`src/rtl/cpu_mem_pkg.sv`:
```
// Shared definitions for the CPU memory responder: FSM state encoding,
// default address map and the opcodes the CPU side also decodes.
package cpu_mem_pkg;

  typedef enum logic [1:0] {
    ST_CLEAR = 2'd0,
    ST_LOAD  = 2'd1,
    ST_RUN   = 2'd2,
    ST_HALT  = 2'd3
  } state_t;

  localparam int unsigned DEF_IO_ADDR    = 8'hFF;
  localparam int unsigned DEF_PROT_LIMIT = 50;

  localparam logic [7:0] OP_STORE = 8'h01;
  localparam logic [7:0] OP_LOAD  = 8'h02;
  localparam logic [7:0] OP_HALT  = 8'h07;

  // True when addr lies in the protected low region [0, limit).
  function automatic logic below_limit(input int unsigned addr, input int unsigned limit);
    return addr < limit;
  endfunction

endpackage

```
`src/rtl/cpu_mem_responder_if.sv`:
```
// CPU-side memory bus: address, write data, write strobe, halt flag and
// registered read data returned by the responder.
interface cpu_mem_responder_if #(
  parameter int AW = 8,
  parameter int DW = 16
);
  logic [AW-1:0] mar_in;
  logic [DW-1:0] wdata_in;
  logic          we_in;
  logic          halt_in;
  logic [DW-1:0] rdata_out;

  modport master (output mar_in, output wdata_in, output we_in, output halt_in, input rdata_out);
  modport slave  (input mar_in, input wdata_in, input we_in, input halt_in, output rdata_out);
endinterface

```
`src/rtl/cpu_mem_ram.sv`:
```
// Single-write-port RAM with two registered read ports (CPU, debug).
// Reads return the pre-write contents when addresses collide.
module cpu_mem_ram #(
  parameter int AW = 8,
  parameter int DW = 16
) (
  input  logic          clk,
  input  logic          rst,
  input  logic          we,
  input  logic [AW-1:0] waddr,
  input  logic [DW-1:0] wdata,
  input  logic          rd_en,
  input  logic [AW-1:0] rd_addr,
  output logic [DW-1:0] rd_data,
  input  logic [AW-1:0] dbg_addr,
  output logic [DW-1:0] dbg_data
);
  logic [DW-1:0] mem [2**AW];
  logic [DW-1:0] rd_data_reg;
  logic [DW-1:0] dbg_data_reg;

  always_ff @(posedge clk) begin
    if (we) begin
      mem[waddr] <= wdata;
    end
  end

  // Output registers only are reset; array contents are cleared by the owner.
  always_ff @(posedge clk) begin
    if (rst) begin
      rd_data_reg  <= '0;
      dbg_data_reg <= '0;
    end else begin
      if (rd_en) begin
        rd_data_reg <= mem[rd_addr];
      end
      dbg_data_reg <= mem[dbg_addr];
    end
  end

  assign rd_data  = rd_data_reg;
  assign dbg_data = dbg_data_reg;
endmodule

```
`src/rtl/cpu_mem_responder.sv`:
```
// Memory-side responder for the CPU: RAM, memory-mapped output register and
// boot FSM (clear, load, run, halt). Optional macro: CPU_MEM_WRITE_PROTECT_EN.
module cpu_mem_responder
  import cpu_mem_pkg::*;
#(
  parameter int          AW         = 8,
  parameter int          DW         = 16,
  parameter int unsigned IO_ADDR    = DEF_IO_ADDR,
  parameter int unsigned PROT_LIMIT = DEF_PROT_LIMIT
) (
  input  logic                clk,
  input  logic                rst,
  cpu_mem_responder_if.slave  cpu,
  input  logic                ld_valid,
  input  logic [AW-1:0]       ld_addr,
  input  logic [DW-1:0]       ld_data,
  input  logic                ld_done,
  output logic                ld_ready,
  output logic                cpu_run,
  output logic                halted,
  output logic [DW-1:0]       io_out,
  output logic                io_strobe,
  input  logic [AW-1:0]       dbg_addr,
`ifdef CPU_MEM_WRITE_PROTECT_EN
  output logic                prot_err,
`endif
  output logic [DW-1:0]       dbg_data
);
  localparam logic [AW-1:0] IO_A   = AW'(IO_ADDR);
  localparam logic [AW-1:0] LAST_A = '1;
`ifdef CPU_MEM_WRITE_PROTECT_EN
  localparam logic PROT_ON = 1'b1;
`else
  localparam logic PROT_ON = 1'b0;
`endif

  state_t        state_reg;
  logic [AW-1:0] cnt_reg;
  logic          cpu_run_reg;
  logic          halted_reg;
  logic          ld_ready_reg;
  logic [DW-1:0] io_out_reg;
  logic          io_strobe_reg;
  logic          rd_io_reg;
  logic [DW-1:0] io_rd_reg;
`ifdef CPU_MEM_WRITE_PROTECT_EN
  logic          prot_err_reg;
`endif

  logic          io_hit_cpu;
  logic          io_hit_ld;
  logic          cpu_blocked;
  logic          ram_we;
  logic [AW-1:0] ram_waddr;
  logic [DW-1:0] ram_wdata;
  logic          ram_rd_en;
  logic [DW-1:0] ram_rd_data;

  assign io_hit_cpu  = (cpu.mar_in == IO_A);
  assign io_hit_ld   = (ld_addr == IO_A);
  assign cpu_blocked = PROT_ON && cpu.we_in && below_limit(int'(cpu.mar_in), PROT_LIMIT);
  assign ram_rd_en   = (state_reg == ST_RUN);

  // Single RAM write port shared by the clear sweep, the loader and the CPU.
  always_comb begin
    ram_we    = 1'b0;
    ram_waddr = cnt_reg;
    ram_wdata = '0;
    unique case (state_reg)
      ST_CLEAR: ram_we = 1'b1;
      ST_LOAD, ST_HALT: begin
        if (ld_valid && !io_hit_ld) begin
          ram_we    = 1'b1;
          ram_waddr = ld_addr;
          ram_wdata = ld_data;
        end
      end
      ST_RUN: begin
        if (cpu.we_in && !io_hit_cpu && !cpu_blocked) begin
          ram_we    = 1'b1;
          ram_waddr = cpu.mar_in;
          ram_wdata = cpu.wdata_in;
        end
      end
      default: ram_we = 1'b0;
    endcase
    if (rst) begin
      ram_we = 1'b0;
    end
  end

  cpu_mem_ram #(.AW(AW), .DW(DW)) u_ram (
    .clk      (clk),
    .rst      (rst),
    .we       (ram_we),
    .waddr    (ram_waddr),
    .wdata    (ram_wdata),
    .rd_en    (ram_rd_en),
    .rd_addr  (cpu.mar_in),
    .rd_data  (ram_rd_data),
    .dbg_addr (dbg_addr),
    .dbg_data (dbg_data)
  );

  always_ff @(posedge clk) begin
    if (rst) begin
      state_reg     <= ST_CLEAR;
      cnt_reg       <= '0;
      cpu_run_reg   <= 1'b0;
      halted_reg    <= 1'b0;
      ld_ready_reg  <= 1'b0;
      io_out_reg    <= '0;
      io_strobe_reg <= 1'b0;
      rd_io_reg     <= 1'b0;
      io_rd_reg     <= '0;
`ifdef CPU_MEM_WRITE_PROTECT_EN
      prot_err_reg  <= 1'b0;
`endif
    end else begin
      io_strobe_reg <= 1'b0;
      unique case (state_reg)
        ST_CLEAR: begin
          cnt_reg <= cnt_reg + 1'b1;
          if (cnt_reg == LAST_A) begin
            state_reg    <= ST_LOAD;
            ld_ready_reg <= 1'b1;
          end
        end
        ST_LOAD, ST_HALT: begin
          // Loader writes to the IO address land in the register, silently.
          if (ld_valid && io_hit_ld) begin
            io_out_reg <= ld_data;
          end
          if (ld_done) begin
            state_reg    <= ST_RUN;
            cpu_run_reg  <= 1'b1;
            halted_reg   <= 1'b0;
            ld_ready_reg <= 1'b0;
          end
        end
        ST_RUN: begin
          // Capture the pre-write IO value so a same-cycle write reads old data.
          rd_io_reg <= io_hit_cpu;
          io_rd_reg <= io_out_reg;
          if (cpu.we_in && io_hit_cpu && !cpu_blocked) begin
            io_out_reg    <= cpu.wdata_in;
            io_strobe_reg <= 1'b1;
          end
`ifdef CPU_MEM_WRITE_PROTECT_EN
          if (cpu_blocked) begin
            prot_err_reg <= 1'b1;
          end
`endif
          if (cpu.halt_in) begin
            state_reg    <= ST_HALT;
            cpu_run_reg  <= 1'b0;
            halted_reg   <= 1'b1;
            ld_ready_reg <= 1'b1;
          end
        end
        default: state_reg <= ST_CLEAR;
      endcase
    end
  end

  assign cpu.rdata_out = rd_io_reg ? io_rd_reg : ram_rd_data;
  assign ld_ready      = ld_ready_reg;
  assign cpu_run       = cpu_run_reg;
  assign halted        = halted_reg;
  assign io_out        = io_out_reg;
  assign io_strobe     = io_strobe_reg;
`ifdef CPU_MEM_WRITE_PROTECT_EN
  assign prot_err      = prot_err_reg;
`endif
endmodule

```
`src/flat_wrapper.sv`:
```
// flat-port wrapper written by rule: the top's interface ports become plain ports
module cpu_mem_responder_flat import cpu_mem_pkg::*;
#(
  parameter int          AW         = 8,
  parameter int          DW         = 16,
  parameter int unsigned IO_ADDR    = DEF_IO_ADDR,
  parameter int unsigned PROT_LIMIT = DEF_PROT_LIMIT
)
  (clk, rst, ld_valid, ld_addr, ld_data, ld_done, ld_ready, cpu_run, halted, io_out, io_strobe, dbg_addr, dbg_data, cpu_mar_in, cpu_wdata_in, cpu_we_in, cpu_halt_in, cpu_rdata_out);
  cpu_mem_responder_if #(.AW(AW), .DW(DW)) cpu_i ();
  input  logic clk;
  input  logic rst;
  input  logic ld_valid;
  input  logic [AW-1:0] ld_addr;
  input  logic [DW-1:0] ld_data;
  input  logic ld_done;
  output logic ld_ready;
  output logic cpu_run;
  output logic halted;
  output logic [DW-1:0] io_out;
  output logic io_strobe;
  input  logic [AW-1:0] dbg_addr;
  output logic [DW-1:0] dbg_data;
  input wire logic [$bits(cpu_i.mar_in)-1:0] cpu_mar_in;
  input wire logic [$bits(cpu_i.wdata_in)-1:0] cpu_wdata_in;
  input wire logic [$bits(cpu_i.we_in)-1:0] cpu_we_in;
  input wire logic [$bits(cpu_i.halt_in)-1:0] cpu_halt_in;
  output wire logic [$bits(cpu_i.rdata_out)-1:0] cpu_rdata_out;
  assign cpu_i.mar_in = cpu_mar_in;
  assign cpu_i.wdata_in = cpu_wdata_in;
  assign cpu_i.we_in = cpu_we_in;
  assign cpu_i.halt_in = cpu_halt_in;
  assign cpu_rdata_out = cpu_i.rdata_out;
  cpu_mem_responder #(.AW(AW), .DW(DW), .IO_ADDR(IO_ADDR), .PROT_LIMIT(PROT_LIMIT)) u_core (.clk(clk), .rst(rst), .cpu(cpu_i), .ld_valid(ld_valid), .ld_addr(ld_addr), .ld_data(ld_data), .ld_done(ld_done), .ld_ready(ld_ready), .cpu_run(cpu_run), .halted(halted), .io_out(io_out), .io_strobe(io_strobe), .dbg_addr(dbg_addr), .dbg_data(dbg_data));
endmodule
```
`config.mk`:
```
export PLATFORM = sky130hd
export DESIGN_NAME = cpu_mem_responder_flat
export DESIGN_NICKNAME = d
export VERILOG_FILES = /design/src/rtl/cpu_mem_pkg.sv /design/src/rtl/cpu_mem_responder_if.sv /design/src/rtl/cpu_mem_ram.sv /design/src/rtl/cpu_mem_responder.sv /design/src/flat_wrapper.sv
export SDC_FILE = /design/constraint.sdc
export NUM_CORES = 2
export LEC_CHECK = 0
export CORE_MARGIN = 2
export CORE_UTILIZATION = 46
export DETAILED_ROUTE_END_ITERATION = 6
export SLEW_MARGIN = 0
export SYNTH_ARGS = -nofsm -noshare
export SYNTH_HDL_FRONTEND = slang
export SYNTH_SLANG_ARGS = --single-unit
```
`constraint.sdc`:
```
create_clock -name clk -period 9.9 [get_ports clk]
set_input_delay 1.98 -clock clk [delete_from_list [all_inputs] [get_ports clk]]
set_output_delay 1.98 -clock clk [all_outputs]
set_load 0.1 [all_outputs]
```
======== Word-level counts from Yosys, hierarchy flattened ========
Memories as Yosys holds them, arrays and structs flattened. A register that Yosys moved wholly into a read port is not among the register bits.
Cells that the tools add are included.
W data, S select, Z words.
storage, ports and cells
  memory bits (read-only) ................. 0
  register bits ........................... 47
  memories ................................ 1
  bits in latches ......................... 0
  input bits .............................. 62
  RAM bits ................................ 4096
  word-level logic and storage cells ...... 65
memories
  memory            words  width  rd ports  clocked after Yosys merged registers in  write ports  line               source
  u_core.u_ram.mem  256    16     2         2                                        1            cpu_mem_ram.sv:18  logic [DW-1:0] mem [2**AW];
cells by class
  multiplexer cells ....................... 29
  order comparisons ....................... 0
  bitwise gates (word level) .............. 1
  shift operators ......................... 0
  div/mod/pow operators ................... 0
  $add $sub $neg .......................... 1
  eq/ne operators ......................... 11
  $mul .................................... 0
  reductions and logical operators ........ 13
operators with widths
  operator               count
  $mux W16               5
  $pmux W16 S2           2
  $eq A8 B8 Y1 const B   3
  $mux W8                2
  $pmux W8 S2            1
  $mux W1                11
  $reduce_and A3 Y1      3
  $add A8 B1 Y8 const B  1
  $mux W2                3
  $ne A2 B2 Y1 const B   3
  $pmux W1 S3            2
  $pmux W2 S3            1
  $eq A2 B2 Y1 const B   2
  $logic_and A1 B1 Y1    4
  $ne A2 B1 Y1 const B   2
  $pmux W1 S2            2
  $reduce_or A2 Y1       2
  $eq A2 B1 Y1 const B   1
  $logic_not A1 Y1       2
  $logic_not A2 Y1       1
  $reduce_bool A2 Y1     1
  $not A1 Y1             1

======== Longest topological paths before layout ========
  depth in word-level cells ............... 8
  gate-level depth with buffers ........... 13

======== Cells and area by module ========
A second synthesis with hierarchy kept.
unflattened totals
  cell total of the unflattened synthesis .. 9713
  area, all modules ....................... 194193.7 µm²
modules (own cells, without submodules)
  module             cells an instance  area an instance (µm²)  instances  sequential area each (µm²)
  cpu_mem_ram        9399               191611.3                1          123638.6
  cpu_mem_responder  314                2582.5                  1          940.9

======== Worst setup path before layout ========
No wires, ideal clock.
  path type ............................... input port to flip-flop
  start point ............................. input port cpu_mar_in[3]
  end point ............................... memory u_core.u_ram.mem[0][14] (data pin)
  required time ........................... 8.995 ns
  path slack .............................. 2.506 ns
  stages on the path ...................... 6
  buffers on the path ..................... 3
  library setup time ...................... 0.905 ns
  data arrival time ....................... 6.490 ns
  path through ............................ clkbuf_1 -> nand4_1 -> o21a_1 -> clkbuf_1 -> clkbuf_1 -> a32o_1
between the ends
  word-level cells in the longest chain between the ends .. 5
RTL lines
  what                      line                     source
  from (decl)               flat_wrapper.sv:24       input wire logic [$bits(cpu_i.mar_in)-1:0] cpu_mar_in;
  $eq A8 B8 Y1              cpu_mem_responder.sv:59  assign io_hit_cpu = (cpu.mar_in == IO_A);
  $logic_not A1 Y1          cpu_mem_responder.sv:79  if (cpu.we_in && !io_hit_cpu && !cpu_blocked) begin
  $logic_and A1 B1 Y1       cpu_mem_responder.sv:79
  $mux W16                  cpu_mem_responder.sv:79
  $pmux W16 S2              cpu_mem_responder.sv:69  unique case (state_reg)
  net u_core.ram_wdata[14]  cpu_mem_responder.sv:55  logic [DW-1:0] ram_wdata;
  to (decl)                 cpu_mem_ram.sv:18
The timed path passes the listed nets, and every way through them passes these cells.

======== Worst setup path in the final report ========
  start point ............................. input port cpu_mar_in[7]
  end point ............................... memory u_core.u_ram.mem[86][15], enable pin
between the ends
  word-level cells in the longest chain between the ends .. 8
RTL lines
  what                           line                     source
  $eq A8 B8 Y1                   cpu_mem_responder.sv:59
  $logic_not A1 Y1               cpu_mem_responder.sv:79
  $logic_and A1 B1 Y1            cpu_mem_responder.sv:79
  $mux W1                        cpu_mem_responder.sv:79
  $pmux W1 S3                    cpu_mem_responder.sv:69
  $mux W1                        cpu_mem_responder.sv:87  if (rst) begin
  $mux W1                        cpu_mem_ram.sv:23        if (we) begin
  $mux W1 (implied by the code)  cpu_mem_ram.sv:24        mem[waddr] <= wdata;
Several ways; a longest one is shown, not always the timed one.

==> summary.txt <==
Power and ir drop
  • Final Power: about 39 mW
  • Power per cell area: 178 nW/um^2
  • Flop pwr share: 49.4%
  • Internal Power: 29.5 mW
  • Leakage Power: 71.8 nW
  • Switching Fraction: between 20% and 30%
  • Clock share of power: 42.4%
  • Net Switching: 9.27 mW
  • VDD IR-drop max: 0.167 mV
  • Comb pwr share: 8.1%

Setup path
  • Crit path kind: in2reg
  • RR Startpoint: u_core.state_reg[0]
  • Worst-path maximum fanout: 18
  • Critical path launch point type: primary input
  • R2R cell count: 7
  • Flop-to-flop setup slack: a little over 4 ns
  • RR Endpoint: u_core.u_ram.mem[86][15]
  • Crit path arrival time: around 7.6 ns
  • Critical Path End Type: register
  • Worst Path Required: 10.55 ns

Timing
  • Worst slew pin tran: about 1.6 ns
  • Final hold vios: 0
  • Setup TNS: 0 ns
  • Rel. slew slack: -8.07%
  • Final Max Slew Viols: 6
  • RSZ-0062 raised after global routing: no
  • Peak Freq: 0.144 GHz
  • Skew final: 0.0997 ns
  • Final setup violation count: 0
  • Min Tclk post-route: 6.95 ns
  • Final period util: 70.2%

Clocking
  • Clock-pin slew on the worst setup and hold paths: 0.06 ns
  • CTS tree: done
  • Post-CTS Hold Buffers: 0
  • Clock buffer depth: 4
  • Max H-tree Level: 5
  • CTS Buf Count: 449
  • Root buf cell: clkbuf_16
  • Setup Buffers After CTS: 0
  • Clk sinks: 4,175
  • Resized cells post-CTS: 0
  • Skew-Pair Late Insertion Delay: about 1.1 ns

Placement
  • Dpl cell area: approximately 200,000 um^2
  • Final Wtd Congestion: 1.01
  • Port bufs: between 100 and 150
  • HPWL Detailed: 471,000 um

Route
  • WL final: 728,000 um
  • Met3 Wirelength: roughly 100,000 um
  • DR pass1 iterations: 7
  • Max layer used: met5
  • Vias per inst: 7.33
  • ANT nets after route: 0
  • Wl on met1: between 200,000 and 300,000 um
  • Met2 WL post-DR: 318,000 um
  • Wirelength per Cell: 45.5 um
  • Via count: 117,236
  • Drc violations: 1
  • Iter 0 DRT Violations: between 20,000 and 25,000

GRT
  • Total track usage: 33.7%
  • Vias in the first global route: 112,619
  • Grt total ovfl: 0
  • First-pass GRT wire length: approximately 980,000 um
  • Largest net degree at the start of global routing: 185
  • Initial antenna violation count: 78

Synth
  • Post-synth top area cell: edfxtp_1
  • Synth async-reset ratio: 0%
  • Cell Area, Synth: 194,000 um^2
  • Register bit count reported by yosys: 4,175
  • Syn Nets: 9,880
  • Mapped Cells: 9,817
  • Seq/Total Area, Yosys: about 64%
  • Post-synth EDFFs: 4,096
  • YS warnings: 0
  • Dominant register cell in the synthesized netlist: edfxtp_1
  • Synth top area share: roughly 63%
  • Area contributors post-synth: edfxtp_1, mux4_2, mux2i_1
  • Mapped Avg Cell Area: 19.7 um^2
  • Post-synthesis cell type count: roughly 70

Outcome
  • Violated checks: DRC, capacitance limit, slew limit
  • Status: finished with violations

Cells and area
  • Fin nets: 10,118
  • Register with the most flip-flops: u_core.u_ram.mem
  • Largest register FFs: 4,096
  • Fin area: 218,000 um^2
  • Commonest non-fill, non-tap cells in the layout: edfxtp_1, mux4_2, mux2i_1
  • Layout area overhead: 12.3%
  • Layout cells sized above 1: 33.5%
  • Commonest non-fill, non-tap cell in the layout: edfxtp_1

Floorplanning
  • Initial core utilization: 46.2%
  • Die area: 427,000 um^2
  • Die width: 653 um
  • Core Region: 420,000 um^2
  • IO Count: 114
  • Row cnt: roughly 240
  • Chip height: 653 um

Min path
  • Hold depth: 2
  • Hold Path End: u_core.io_rd_reg[0]
  • Hold Startpoint: u_core.io_rd_reg[0]
  • Worst hold path type: reg2reg

Flow run
  • Max-capacitance violation count: 3
[metrics by stage]
stage | util [%] | std cells | hold slack [ns] | setup slack [ns]
2_1_floorplan | - | 9817 | 0.429 | 2.51
3_3_place_gp | 48.4 | 15115 | 0.439 | 2.29
3_5_place_dp | 48.4 | 15123 | 0.446 | 2.22
4_1_cts | 51.8 | 15946 | 0.455 | 3.27
5_1_grt | 51.8 | 15966 | 0.476 | 2.97
6_report | 51.8 | 16004 | 0.456 | 2.95
[Yosys cell counts (19+ instances only)]
cell      count
dfxtp_1      79
nand4_1      20
a31oi_1      27
nor3_1       75
nand2_1     207
mux2i_1     791
buf_6        68
o221ai_1    283
mux2_2       34
buf_4       109
mux4_2     2003
edfxtp_1   4096
nor4_1       24
nand3_1      82
a21oi_1     224
o32ai_1      19
a311oi_1     20
o21ai_0     118
nor2_1      373
buf_2       160
and2_1       21
a211oi_1     49
clkbuf_1    396
a22oi_1      19
o22ai_1     216
buf_1        74
[how the worst max path moves through the flow]
stage | startpoint | to | slack, ns | cells past startpoint
3_5_place_dp | cpu_mar_in[7] | u_core.u_ram.mem[86][2] | 2.22 | 8
2_1_floorplan | cpu_mar_in[3] | u_core.u_ram.mem[0][14] | 2.51 | 6
5_1_grt | cpu_mar_in[7] | u_core.u_ram.mem[86][12] | 2.97 | 8
4_1_cts | cpu_mar_in[7] | u_core.u_ram.mem[86][8] | 3.27 | 8
6_report | cpu_mar_in[7] | u_core.u_ram.mem[86][15] | 2.95 | 8
3_3_place_gp | cpu_mar_in[7] | u_core.u_ram.mem[86][2] | 2.29 | 8
[power by group through the flow]
stage	combinational (mW)	sequential, mW	clock [mW]
3_3_place_gp	3.06	19.5	0
6_report	3.15	19.2	16.5
5_1_grt	3.17	19.2	17.2
2_1_floorplan	1.76	19.6	0
3_5_place_dp	3.07	19.5	0
4_1_cts	3.08	19.2	16.5
[kinds of logic (layout without fill, tap and decap cells)]
kind of cell             after synthesis  count (layout)  synth area share (%)
AO/OA/AOI/OAI                       1117            1117                  4.02
other                                  0              57                     0
XOR/XNOR                               6               6                0.0271
multiplexers                        2828            2828                  27.5
buffers and inverters                822            1432                  2.17
adder cells (fa/ha/maj)                1               1               0.00645
AND/OR/NAND/NOR                      868             868                  1.97
flip-flops                          4175            4175                  64.3
[per-layer routing]
layer	track usage (%)	vias up
met2	48.7	9171
met4	17.4	44
met1	45.3	63055
met5	0.385	-
li1	-	43405
met3	11.5	1561
[critical path, cell delays in order]
cell and delay, ns:
clkdlybuf4s50_1 0.78, nand4_1 0.40, o21a_1 0.15, buf_4 0.37
o21ai_0 0.23, a21oi_2 0.85, nand3_2 1.38, nor2_2 1.43
[final cells by class]
type / count / area (um^2)
fillers: 32932 / 202000
flip-flops and latches: 4175 / 125000
multi-input cells: 4820 / 66200
clock buffers: 585 / 12100
well taps: 5520 / 6910
repair buffers: 594 / 5610
clock inverters: 238 / 2030
diodes: 57 / 143
inverters: 15 / 78.8
No activity file was read; power rests on OpenSTA's default activity.
